File: src/rtl/mul_div_unit.sv
// Iterative MIPS multiply/divide unit with HI/LO registers and a start/busy/done handshake.
// Signed MULT/DIV support is compiled in only when MDU_SIGNED_EN is defined.
module mul_div_unit #(
    parameter int WIDTH = 32
) (
    input  logic             clk,
    input  logic             rst,
    input  logic             start,
    input  logic [1:0]       op,
    input  logic [WIDTH-1:0] srcA,
    input  logic [WIDTH-1:0] srcB,
    input  logic             hiWE,
    input  logic             loWE,
    input  logic [WIDTH-1:0] wData,
    output logic             busy,
    output logic             done,
    output logic [WIDTH-1:0] hi,
    output logic [WIDTH-1:0] lo
);

    localparam int CNT_W = (WIDTH > 1) ? $clog2(WIDTH) : 1;
    localparam logic [CNT_W-1:0] LAST = CNT_W'(WIDTH - 1);

    typedef enum logic [1:0] {
        IDLE = 2'b00,
        RUN  = 2'b01,
        FIN  = 2'b10
    } state_e;

    // control state (reset)
    state_e           state_q, state_d;
    logic [CNT_W-1:0] cnt_q, cnt_d;
    logic             done_q, done_d;
    logic [WIDTH-1:0] hi_q, hi_d;
    logic [WIDTH-1:0] lo_q, lo_d;

    // working datapath (captured at launch, no reset needed)
    logic [WIDTH-1:0] acc_hi_q, acc_hi_d;
    logic [WIDTH-1:0] acc_lo_q, acc_lo_d;
    logic [WIDTH-1:0] opnd_q, opnd_d;
    logic             is_div_q, is_div_d;
    logic             div0_q, div0_d;

    // operand magnitudes presented at launch
    logic [WIDTH-1:0] a_mag, b_mag;

    // step results
    logic [WIDTH:0]   mul_sum;
    logic [WIDTH:0]   div_trial;
    logic             div_ge;
    logic [WIDTH-1:0] div_sub;

    // final results after sign correction
    logic [WIDTH-1:0] fin_hi, fin_lo;

`ifdef MDU_SIGNED_EN
    logic neg_a_q, neg_a_d;
    logic neg_b_q, neg_b_d;
    logic a_neg, b_neg;
    logic [2*WIDTH-1:0] prod_fix;

    function automatic logic signed [WIDTH-1:0] apply_sign(input logic [WIDTH-1:0] v,
                                                           input logic neg);
        logic signed [WIDTH-1:0] s;
        s = $signed(v);
        return neg ? -s : s;
    endfunction

    function automatic logic signed [2*WIDTH-1:0] apply_sign2(input logic [2*WIDTH-1:0] v,
                                                              input logic neg);
        logic signed [2*WIDTH-1:0] s;
        s = $signed(v);
        return neg ? -s : s;
    endfunction

    always_comb begin
        a_neg = op[0] & srcA[WIDTH-1];
        b_neg = op[0] & srcB[WIDTH-1];
        a_mag = apply_sign(srcA, a_neg);
        b_mag = apply_sign(srcB, b_neg);
    end

    // Quotient sign is the XOR of operand signs; remainder follows the dividend.
    always_comb begin
        prod_fix = apply_sign2({acc_hi_q, acc_lo_q}, neg_a_q ^ neg_b_q);
        if (is_div_q) begin
            fin_hi = apply_sign(acc_hi_q, neg_a_q);
            fin_lo = div0_q ? {WIDTH{1'b1}} : apply_sign(acc_lo_q, neg_a_q ^ neg_b_q);
        end else begin
            fin_hi = prod_fix[2*WIDTH-1:WIDTH];
            fin_lo = prod_fix[WIDTH-1:0];
        end
    end

    always_ff @(posedge clk) begin
        neg_a_q <= neg_a_d;
        neg_b_q <= neg_b_d;
    end

    always_comb begin
        neg_a_d = neg_a_q;
        neg_b_d = neg_b_q;
        if (state_q == IDLE && start) begin
            neg_a_d = a_neg;
            neg_b_d = b_neg;
        end
    end
`else
    logic unused_op_sign;
    assign unused_op_sign = op[0];

    always_comb begin
        a_mag = srcA;
        b_mag = srcB;
    end

    always_comb begin
        fin_hi = acc_hi_q;
        fin_lo = (is_div_q && div0_q) ? {WIDTH{1'b1}} : acc_lo_q;
    end
`endif

    // Shift-add multiply: acc_lo holds the multiplier and collects product bits from the top.
    // Restoring divide: acc_lo holds the dividend and collects quotient bits from the bottom.
    always_comb begin
        mul_sum   = {1'b0, acc_hi_q} + (acc_lo_q[0] ? {1'b0, opnd_q} : {(WIDTH+1){1'b0}});
        div_trial = {acc_hi_q, acc_lo_q[WIDTH-1]};
        div_ge    = div_trial >= {1'b0, opnd_q};
        div_sub   = div_trial[WIDTH-1:0] - opnd_q;
    end

    always_comb begin
        state_d  = state_q;
        cnt_d    = cnt_q;
        done_d   = 1'b0;
        hi_d     = hi_q;
        lo_d     = lo_q;
        acc_hi_d = acc_hi_q;
        acc_lo_d = acc_lo_q;
        opnd_d   = opnd_q;
        is_div_d = is_div_q;
        div0_d   = div0_q;

        case (state_q)
            IDLE: begin
                if (hiWE) hi_d = wData;
                if (loWE) lo_d = wData;
                if (start) begin
                    state_d  = RUN;
                    cnt_d    = '0;
                    is_div_d = op[1];
                    div0_d   = op[1] && (srcB == '0);
                    acc_hi_d = '0;
                    acc_lo_d = op[1] ? a_mag : b_mag;
                    opnd_d   = op[1] ? b_mag : a_mag;
                end
            end
            RUN: begin
                if (is_div_q) begin
                    acc_hi_d = div_ge ? div_sub : div_trial[WIDTH-1:0];
                    acc_lo_d = {acc_lo_q[WIDTH-2:0], div_ge};
                end else begin
                    acc_hi_d = mul_sum[WIDTH:1];
                    acc_lo_d = {mul_sum[0], acc_lo_q[WIDTH-1:1]};
                end
                cnt_d = cnt_q + CNT_W'(1);
                if (cnt_q == LAST) begin
                    state_d = FIN;
                    cnt_d   = '0;
                end
            end
            FIN: begin
                hi_d    = fin_hi;
                lo_d    = fin_lo;
                done_d  = 1'b1;
                state_d = IDLE;
            end
            default: state_d = IDLE;
        endcase
    end

    always_ff @(posedge clk) begin
        if (rst) begin
            state_q <= IDLE;
            cnt_q   <= '0;
            done_q  <= 1'b0;
            hi_q    <= '0;
            lo_q    <= '0;
        end else begin
            state_q <= state_d;
            cnt_q   <= cnt_d;
            done_q  <= done_d;
            hi_q    <= hi_d;
            lo_q    <= lo_d;
        end
    end

    always_ff @(posedge clk) begin
        acc_hi_q <= acc_hi_d;
        acc_lo_q <= acc_lo_d;
        opnd_q   <= opnd_d;
        is_div_q <= is_div_d;
        div0_q   <= div0_d;
    end

    assign busy = (state_q != IDLE);
    assign done = done_q;
    assign hi   = hi_q;
    assign lo   = lo_q;

endmodule

File: config.mk
export PLATFORM = sky130hd
export DESIGN_NAME = mul_div_unit
export DESIGN_NICKNAME = d
export VERILOG_FILES = /design/src/rtl/mul_div_unit.sv
export SDC_FILE = /design/constraint.sdc
export NUM_CORES = 1
export LEC_CHECK = 0
export ABC_CLOCK_PERIOD_IN_PS = 8100
export CAP_MARGIN = 20
export CELL_PAD_IN_SITES_DETAIL_PLACEMENT = 1
export CELL_PAD_IN_SITES_GLOBAL_PLACEMENT = 2
export CORE_ASPECT_RATIO = 0.8
export CORE_MARGIN = 2
export CORE_UTILIZATION = 37
export CTS_CLUSTER_SIZE = 12
export DETAILED_ROUTE_END_ITERATION = 7
export HOLD_SLACK_MARGIN = 0.1
export PLACE_DENSITY = 0.95
export SLEW_MARGIN = 20
export SYNTH_ARGS = -nofsm -noshare
export SYNTH_HDL_FRONTEND = slang
export SYNTH_SLANG_ARGS = --single-unit
File: constraint.sdc
create_clock -name clk -period 8.1 [get_ports clk]
set_clock_uncertainty 0.05 [all_clocks]
set_input_delay 2.025 -clock clk [delete_from_list [all_inputs] [get_ports clk]]
set_output_delay 2.025 -clock clk [all_outputs]
set_load 0.05 [all_outputs]
== Yosys cells after proc, flatten, opt, wreduce, memory -nomap -nowiden ==
Cells that the tools add are included.
Storage, ports and cells
  output and inout bits: 66
  bits of input ports: 103
  memories: 0
  word-level logic and storage cells: 55
  bits in writable memories: 0
  bits in registers: 170
  latch bits: 0
  bits in read-only memories: 0
Cells by class
  equality and inequality tests: 7
  muxes and demuxes: 22
  bitwise logic cells: 0
  shift operators: 0
  add/subtract/negate cells: 3
  reductions and logical operators: 12
  divide/modulo/power cells: 0
  multipliers: 0
  $lt $le $gt $ge: 1
Operator list (count)
  32-bit 2-to-1 mux: 11
  32-bit one-hot mux with 2 select lines: 4
  32-bit by 32-bit adder with 33-bit output: 1
  33-bit by 32-bit >= comparator with 1-bit output: 1
  32-bit logical NOT: 1
  32-bit subtractor: 1
  5-bit 2-to-1 mux: 2
  5-bit one-hot mux with 2 select lines: 1
  2-bit AND reduction: 5
  2-bit inequality test, second input constant: 4
  2-bit nonzero test: 3
  5-bit by 1-bit adder with 5-bit output, second input constant: 1
  5-bit equality test, second input constant: 1
  2-bit 2-to-1 mux: 2
  2-bit one-hot mux with 2 select lines: 1
  2-bit by 1-bit equality test with 1-bit output, second input constant: 1
  2-bit equality test, second input constant: 1
  1-bit logical AND: 2
  2-bit logical NOT: 1
  1-bit 2-to-1 mux: 1

== Depth between registers and ports, before layout ==
Gate-level depths: netlist of run 1.
  word-level depth: 4
  gate-level depth with buffers: 15
  mapped depth without buffers: 12

== Worst setup path before layout of run 1 ==
No wires, ideal clock.
  path type: input -> register
  start point: in start
  end point: reg acc_hi_q[0], enable pin
  data required time: 7.631 ns
  cell stages on the path: 4
  path slack: 3.371 ns
  arrival: 4.261 ns
  setup time: 0.419 ns
  cell sequence: nand2_1 -> inv_1 -> nor2_1 -> inv_1
On the way
  cells in the longest elaborated chain, start to end: 2
RTL lines
  from (decl): RTL line 8  | input logic start,
  2-bit inequality test (no source line)
  2-bit AND reduction (no source line)
  to (signal assigned): RTL line 199  | acc_hi_q <= acc_hi_d;
  to (decl): RTL line 38  | logic [WIDTH-1:0] acc_hi_q, acc_hi_d;
Every way passes these cells.
A chain may end at the register's enable or synchronous reset.

== Final worst setup path of run 1 ==
  start point: in start
  end point: reg acc_hi_q[28], enable pin
Same word-level chain as after synthesis.

==> flow_summary_export.csv, run 1 <==
group,metric,value,unit
outcome,status,"completed",
yosys,synth_cell_types,68,
finish,diodes,0,
finish,fin_nets,1578,
pwr,p_leak,5.53,nW
global_routing,gr-usage-all-layers,24.5,%
die,die_x,204,um
yosys,synth_seq_cells,170,
routing,first_iter_violations,671,
yosys,synth_top_area_share,24.8,%
global_routing,antenna_found_initial,0,
yosys,synth.most_common_cell,"a21oi_1",
timing,slew_headroom,29.6,%
hold_path,hold_class,"flop to flop",
die,pin_count,169,
pwr,irDropWorstVdd,137,uV
routing,finalWirelength,41200,um
critical_path,cp-start-kind,"input pin",
timing,fin_crit,4.15,ns
placed_design,gp_congestion,0.857,
job,drv_cap,0,
critical_path,cp.required,8.13,ns
critical_path,worst_path_max_delay_cell,"buf_4",
timing,slew_violations,0,
yosys,async_flop_share,0,%
die,core-area,31600,um^2
die,row_count,58,
finish,register_area,4380,um^2
pwr,power_density,211,nW/um^2
timing,max_freq,241,MHz
clocking,cts_root_buffer,"clkbuf_16",
die,die_area,33600,um^2
critical_path,cp_max_fo,65,
global_routing,grt_pass1_vias,11000,
routing,via_count,10800,
clocking,cts_tree,"yes",
critical_path,critPathKind,"input pin to flop",
critical_path,cp-end-kind,"flop",
yosys,synth_warnings,0,
finish,multi_input_area,6990,um^2
die,start_util,37.7,%
clocking,ctsHoldBuffers,0,
yosys,netlist_area,11900,um^2
global_routing,grt_pass1_wl,62500,um
yosys,synth_commonest_cells,"a21oi_1, edfxtp_1, nor2_1, mux2i_1, a211oi_1",
timing,setup_tns,0,ns
placed_design,place_worst_setup_slack,3.48,ns
clocking,cts_made_buffers,17,
yosys,synth.net_count,1464,
yosys,synth_area_per_cell,9.20,um^2
global_routing,grt_max_degree,99,
yosys,synthTopCellsByArea,"edfxtp_1, dfxtp_1, mux2i_1",
critical_path,crit_top_cell,"buf_4",
yosys,postSynthCellCount,1293,
placed_design,port_buffers,167,
global_routing,grt_overflow,0,
timing,fin_crit_sh,51.3,%
routing,vias_per_cell,5.87,
finish,area_growth,21.0,%
finish,fill_cells,3645,
finish,drive_above_1_share,6.97,%
critical_path,worstPathArrival,4.18,ns
timing,setup_ws,3.95,ns
yosys,synth_edf_count,98,
timing,rsz0062_at_grt,"false",
timing,hold_viol,0,
critical_path,critPathMaxStageDelay,0.74,ns
routing,wl_per_cell,22.4,um
clocking,cts.htree.levels,4,
yosys,synth_top_flop_cell,"edfxtp_1",
placed_design,place_hpwl,30400,um
timing,setup_viol_count_final,0,
clocking,clock_latency,0.46,ns
yosys,synth_top_area_cell,"edfxtp_1",
critical_path,path_cells,"clkdlybuf4s50_1 -> nand2_1 -> inv_1 -> buf_4 -> nor2_1 -> inv_2 -> buf_4",
clocking,post-cts-setup-buffers,0,
routing,dr.pass1.iters,4,
routing,drcViolationCount,0,
clocking,ctsResizeCount,0,
timing,worst_pin_slew,1.06,ns
routing,ant_nets,0,
clocking,cts_sinks,170,
clocking,clock_path_buffers,2,
die,fp.dieH,164,um
clocking,clk_pin_slew_worst_paths,0.07,ns
yosys,yosysSeqAreaShare,36.9,%
==> metal layers <==
layer  up-vias  track usage (%)  part of all wire [%]
met5         -                0                     0
met4         0             8.79                   2.9
li1       5064                -                     -
met2       303             40.0                    46
met3        55             4.42                   5.6
met1      5382             32.4                    46
==> metrics by stage <==
step           power, mW  hold slack, ns  area [um^2]  std cells  util [%]
3_3_place_gp        2.19           0.394        13800       1808      43.8
4_1_cts             3.05           0.403        14400       1840      45.6
3_5_place_dp        2.23           0.393        13800       1808      43.8
5_1_grt             3.19           0.433        14400       1840      45.6
2_1_floorplan       1.88           0.389        11900       1293         -
6_report            3.04           0.404        14400       1840      45.6
==> where the power goes <==
| group | leakage [nW] | internal, mW | switching [mW] | total, mW |
|---|---|---|---|---|
| clock network | 0.282 | 0.436 | 0.381 | 0.816 |
| registers | 1.56 | 1.02 | 0.0979 | 1.12 |
| logic | 3.68 | 0.444 | 0.665 | 1.11 |
| total | 5.53 | 1.90 | 1.14 | 3.04 |
==> registers in the layout, summed over array words and instances, names as in the netlist <==
name,count
acc_hi_q,32
acc_lo_q,32
hi,32
lo,32
opnd_q,32
cnt_q,5
state_q,2
div0_q,1
done,1
is_div_q,1
==> worst paths after layout <==
path / cells after the start / startpoint / slack (ns) / to
setup / recovery: 7 / start / 3.95 / acc_hi_q[28]
setup reg to reg: 11 / acc_hi_q[23] / 4.04 / acc_hi_q[6]
hold / removal: 2 / lo[31] / 0.40 / lo[31]
hold reg to reg: 2 / lo[31] / 0.40 / lo[31]
==> cell families after synthesis <==
group                      count (synthesis)  synth area share, %
DFF                                      170                 36.9
xor gates and xnor gates                  53                 3.90
buffers and inverters                    130                 4.56
adders and majority gates                 68                 7.28
and+or+nand+nor                          341                 14.1
muxes                                    122                 10.6
AOI/OAI and AO/OA                        409                 22.6
==> placed cells by master (no fill, tap or decap), drive strengths merged, types with 35 or more instances in the layout <==
cell,count
clkdlybuf4s50,165
a21oi,136
edfxtp,98
nor2,94
mux2i,86
a211oi,86
nand2,84
dfxtp,72
ha,66
inv,52
o21ai,50
nor2b,41
a21o,37
mux2,36
and2,35
==> critical path, delay by kind of cell <==
| family | cells | cell delay [ns] |
|---|---|---|
| and+or+nand+nor | 2 | 0.27 |
| buffers and inverters | 5 | 1.81 |
==> final cells by class <==
class                           count  area share [%]
Timing Repair Buffer              179            12.2
Sequential cell                   170            30.5
Clock buffer                       20            3.10
Inverter                           46            1.20
Tap cell                          420            3.65
Clock inverter                     12           0.774
Multi-Input combinational cell    993            48.6
(Power assumes the default switching activity.)
==> inputs of run 2 (changes only) <==
--- a/config.mk
+++ b/config.mk
@@ -5,17 +5,17 @@
 export SDC_FILE = /design/constraint.sdc
 export NUM_CORES = 1
 export LEC_CHECK = 0
-export ABC_CLOCK_PERIOD_IN_PS = 8100
+export ABC_CLOCK_PERIOD_IN_PS = 3880
 export CAP_MARGIN = 20
 export CELL_PAD_IN_SITES_DETAIL_PLACEMENT = 1
 export CELL_PAD_IN_SITES_GLOBAL_PLACEMENT = 2
 export CORE_ASPECT_RATIO = 0.8
 export CORE_MARGIN = 2
-export CORE_UTILIZATION = 37
+export CORE_UTILIZATION = 35
 export CTS_CLUSTER_SIZE = 12
 export DETAILED_ROUTE_END_ITERATION = 7
 export HOLD_SLACK_MARGIN = 0.1
-export PLACE_DENSITY = 0.95
+export PLACE_DENSITY = 0.93
 export SLEW_MARGIN = 20
 export SYNTH_ARGS = -nofsm -noshare
 export SYNTH_HDL_FRONTEND = slang
==> constraint.sdc (replaced) <==
create_clock -name clk -period 3.88 [get_ports clk]
set_clock_uncertainty 0.05 [all_clocks]
set_input_delay 0.97 -clock clk [delete_from_list [all_inputs] [get_ports clk]]
set_output_delay 0.97 -clock clk [all_outputs]
set_load 0.05 [all_outputs]
==> run 2 against run 1 <==
Combinational power increased by 120%; sequential power increased by 110%; sequential share of layout area decreased by 0.78 points; worst setup slack got worse by 3.6 ns; register-to-register slack got worse by 3.7 ns; global-route usage decreased by 0.50 points; clock power increased by 110%; critical path type is now flop to flop; critical endpoint is now acc_hi_q[29]; highest routed layer is now met5.
==> flow_summary_export.csv, run 2 (synthesized netlist as in run 1, its figures left out) <==
group,metric,value,unit
clocking,cts_made_buffers,17,
outcome,status,"completed",
global_routing,gr-usage-all-layers,24.0,%
die,fp.dieH,169,um
finish,area_growth,24.2,%
pwr,p_clk_share,26.4,%
die,start_util,35.4,%
timing,worst_pin_slew,0.926,ns
clocking,cts_sinks,170,
finish,fill_cells,3842,
finish,mostFrequentLayoutCells,"clkdlybuf4s50_1, a21oi_1, edfxtp_1",
routing,dr.pass1.iters,5,
critical_path,reg2reg_depth,13,
critical_path,cp-start-kind,"flop",
placed_design,place_hpwl,32400,um
placed_design,port_buffers,167,
routing,wl_per_cell,22.4,um
critical_path,worstPathArrival,3.81,ns
global_routing,grt_pass1_vias,11400,
pwr,internal-power,3.99,mW
timing,slew_headroom,37.7,%
pwr,combPwrFrac,37.9,%
hold_path,hold_class,"flop to flop",
die,pin_count,169,
global_routing,grt_pass1_wl,65700,um
pwr,p_leak,5.72,nW
finish,final_util,44.0,%
pwr,power.net_switching,2.48,mW
timing,slew_violations,0,
placed_design,gp_congestion,0.894,
job,drv_cap,0,
timing,hold_viol,0,
pwr,power_density,438,nW/um^2
routing,via_count,10900,
critical_path,critPathKind,"flop to flop",
timing,max_freq,280,MHz
timing,fin_crit,3.58,ns
die,die_area,35500,um^2
die,row_count,60,
clocking,cts_root_buffer,"clkbuf_16",
timing,setup_viol_count_final,0,
hold_path,min_path_cells,2,
critical_path,cp.required,4.12,ns
finish,diodes,0,
routing,finalWirelength,42400,um
timing,fin_crit_sh,92.2,%
critical_path,cp-end-kind,"flop",
clocking,clk_pin_slew_worst_paths,0.07,ns
clocking,clock_path_buffers,2,
die,core-area,33600,um^2
finish,fin_nets,1615,
clocking,cts_tree,"yes",
die,die_x,210,um
finish,register_area,4380,um^2
pwr,swShare,38.4,%
timing,setup_tns,0,ns
pwr,irDropWorstVdd,327,uV
critical_path,cp_max_fo,7,
finish,drive_above_1_share,9.47,%
routing,first_iter_violations,655,
global_routing,grt_overflow,0,
clocking,clock_latency,0.45,ns
global_routing,antenna_found_initial,1,
clocking,cts.htree.levels,4,
global_routing,grt_max_degree,82,
clocking,ctsHoldBuffers,0,
routing,vias_per_cell,5.78,
timing,rsz0062_at_grt,"false",
finish,final_common_cell,"clkdlybuf4s50_1",
routing,ant_nets,0,
routing,drcViolationCount,0,
finish,multi_input_area,7000,um^2
pwr,p_seq_share,35.7,%
[run 2: layout make-up]
type	instances	area share, %
inverter	46	1.17
clock inverter	15	1.01
clock buffer	17	2.88
tap	434	3.68
multi-input combinational	993	47.4
timing repair buffer	216	14.2
sequential	170	29.7
[run 2: worst paths after layout]
| check | start | to | slack [ns] |
|---|---|---|---|
| min | lo[21] | lo[21] | 0.40 |
| max reg2reg | acc_lo_q[0] | acc_hi_q[29] | 0.30 |
| min reg2reg | lo[21] | lo[21] | 0.40 |
| max | acc_lo_q[0] | acc_hi_q[29] | 0.30 |
[run 2: per-layer routing]
layer  global-route usage, %  wire, um  vias up
met5                       0        13        -
met4                    8.14      1280        2
met3                    5.01      2290       71
met2                    39.4     19800      296
met1                    31.4     19000     5427
li1                        -         -     5132
[run 2: critical path, stage by stage (launching register included)]
cell and delay (ns):
edfxtp_1 0.51, and2_1 0.20, ha_1 0.22, fa_1 0.44, a211oi_1 0.33, o21a_1 0.20
o21bai_1 0.17, o2bb2ai_1 0.24, buf_4 0.17, a21o_1 0.20, a21oi_1 0.23, xnor2_1 0.17
nor2_1 0.06, a211oi_1 0.21
[run 2: through the flow]
step                      instances  area [um^2]  setup WS [ns]  hold WS (ns)  total power, mW
after floorplan                1293        11900          0.206         0.389             3.92
after global placement         1859        14200          0.267         0.394             4.69
after detailed placement       1859        14200          0.142         0.397             4.76
after CTS                      1891        14800          0.135         0.407             6.48
after global routing           1891        14800         0.0222         0.433             6.79
final                          1891        14800          0.302         0.403             6.47
[run 2: power by group through the flow]
stage                     Combinational [mW]  Clock, mW  Sequential, mW
after floorplan                         1.49          0            2.43
after global placement                  2.35          0            2.35
after detailed placement                2.41          0            2.35
after CTS                               2.44       1.73            2.31
after global routing                    2.66       1.80            2.33
final                                   2.45       1.71            2.31
[run 2: timing repair]
item	4_1_cts	5_1_grt
setup buffers	0	0
hold endpoints to repair	0	0
setup endpoints to repair	0	3
gates resized for setup	0	1
==> inputs of run 3 (changes only) <==
==> constraint.sdc (replaced) <==
create_clock -name clk -period 3.88 [get_ports clk]
set_clock_uncertainty 0.05 [all_clocks]
set_input_delay 0.97 -clock clk [delete_from_list [all_inputs] [get_ports clk]]
set_output_delay 0.97 -clock clk [all_outputs]
set_load 0.1 [all_outputs]
==> run 3 against run 2 <==
Utilization about the same; combinational power up 8.2%; routed wire length up 1.2%; sequential share of layout area about the same; first-iteration DRC count up 25%; power up 4.2%; via count up 0.47%; die area unchanged; critical path type unchanged; largest cell class unchanged; largest power group unchanged.
==> flow_summary_export.csv, run 3 (synthesized netlist as in run 1, its figures left out) <==
group,metric,value,unit
outcome,status,"completed",
clocking,cts_sinks,170,
timing,setup_tns,0,ns
timing,slew_violations,0,
timing,max_freq,266,MHz
finish,diodes,0,
routing,route.met2.wl,20100,um
global_routing,grt_pass1_wl,65800,um
routing,ant_nets,0,
hold_path,hold_class,"flop to flop",
routing,first_iter_violations,822,
clocking,cts.htree.levels,4,
timing,hold_viol,0,
timing,worst_pin_slew,1.08,ns
pwr,p_leak,5.73,nW
critical_path,path_cells,"and2_1 -> ha_1 -> fa_1 -> a211oi_1 -> o21a_1 -> o21bai_1 -> o2bb2ai_1 -> a211oi_1 -> buf_4 -> o21ai_0 -> xor2_1 -> o21ai_0 -> a21oi_1",
die,die_area,35500,um^2
clocking,clock_path_buffers,2,
pwr,power_density,457,nW/um^2
clocking,post-cts-setup-buffers,0,
routing,finalWirelength,42900,um
routing,via_count,11000,
clocking,cts_tree,"yes",
global_routing,grt_pass1_vias,11400,
routing,wl_met1,19300,um
timing,fin_crit,3.76,ns
critical_path,critPathMaxStageDelay,0.54,ns
placed_design,place_hpwl,32600,um
critical_path,worst_path_max_delay_cell,"edfxtp_1",
timing,setup_viol_count_final,0,
routing,drcViolationCount,0,
global_routing,grt_overflow,0,
critical_path,cp.required,4.01,ns
finish,area_growth,24.2,%
placed_design,port_buffers,167,
die,start_util,35.4,%
global_routing,grt_max_degree,82,
placed_design,dp.cells,1856,
routing,highest_layer,"met4",
global_routing,antenna_found_initial,0,
die,die_x,210,um
placed_design,gp_congestion,0.925,
finish,final_common_cell,"clkdlybuf4s50_1",
finish,mostFrequentLayoutCells,"clkdlybuf4s50_1, a21oi_1, edfxtp_1",
critical_path,cp_max_fo,8,
die,fp.dieH,169,um
critical_path,cp-end-kind,"flop",
timing,fin_crit_sh,96.8,%
global_routing,gr-usage-all-layers,24.0,%
die,pin_count,169,
routing,vias_per_cell,5.82,
job,drv_cap,0,
pwr,p_total,6.75,mW
timing,rsz0062_at_grt,"false",
clocking,cts_root_buffer,"clkbuf_16",
routing,dr.pass1.iters,5,
critical_path,critPathKind,"flop to flop",
pwr,irDropWorstVdd,256,uV
finish,drive_above_1_share,9.22,%
die,row_count,60,
timing,slew_headroom,27.1,%
finish,final_cell_count_no_fill,1888,
critical_path,cp-start-kind,"flop",
finish,fin_nets,1612,
clocking,clk_pin_slew_worst_paths,0.07,ns
die,core-area,33600,um^2
critical_path,worstPathArrival,3.88,ns
routing,wl_per_cell,22.7,um
critical_path,reg2reg_slack,0.12,ns
routing,wl_met3,1990,um
clocking,clock_latency,0.45,ns
clocking,cts_made_buffers,17,
==> run 3: where the power goes <==
| part | switching, mW | internal (mW) | leakage, nW |
|---|---|---|---|
| Clock | 0.788 | 1.01 | 0.302 |
| Sequential | 0.181 | 2.13 | 1.56 |
| Combinational | 1.64 | 1.01 | 3.87 |
| Total | 2.61 | 4.14 | 5.73 |
==> run 3: area by class of cell <==
cell class / instances / area [um^2]
sequential: 170 / 4380
fill: 3810 / 18800
multi-input combinational: 993 / 7000
clock buffer: 23 / 510
clock inverter: 9 / 93.8
timing repair buffer: 213 / 2070
tap: 434 / 543
inverter: 46 / 173
==> run 3: metrics by stage <==
step	instance area [um^2]	utilization (%)	hold WS (ns)	setup slack [ns]
after floorplan	11900	-	0.389	0.206
after global placement	14200	42.2	0.393	0.260
after detailed placement	14200	42.2	0.397	0.155
after CTS	14800	44.0	0.405	0.144
after global routing	14800	44.0	0.417	0.0150
final	14800	44.0	0.403	0.125
==> run 3: repair_timing <==
item                       in CTS  in global routing
hold buffers                    0                  0
gates resized for setup         0                  1
setup endpoints to repair       0                  2
==> run 3: critical path: cells and delay by family (launching register included) <==
family          cells  cell delay [ns]
compound gates      8             1.67
xor+xnor            1             0.17
fa+ha+maj           2             0.68
buf+inv             1             0.17
flops               1             0.54
simple gates        1             0.21
==> run 3: final timing paths <==
path,end,startpoint,depth (start not counted)
max,acc_hi_q[27],acc_lo_q[0],13
max reg2reg,acc_hi_q[27],acc_lo_q[0],13
min,lo[4],lo[4],2
min reg2reg,lo[4],lo[4],2
==> run 3: metal layers <==
layer  vias to the layer above  track usage, %
met2                       320            40.1
met1                      5448            31.5
met5                         -               0
met3                        82            3.30
met4                         0            9.19
li1                       5129               -
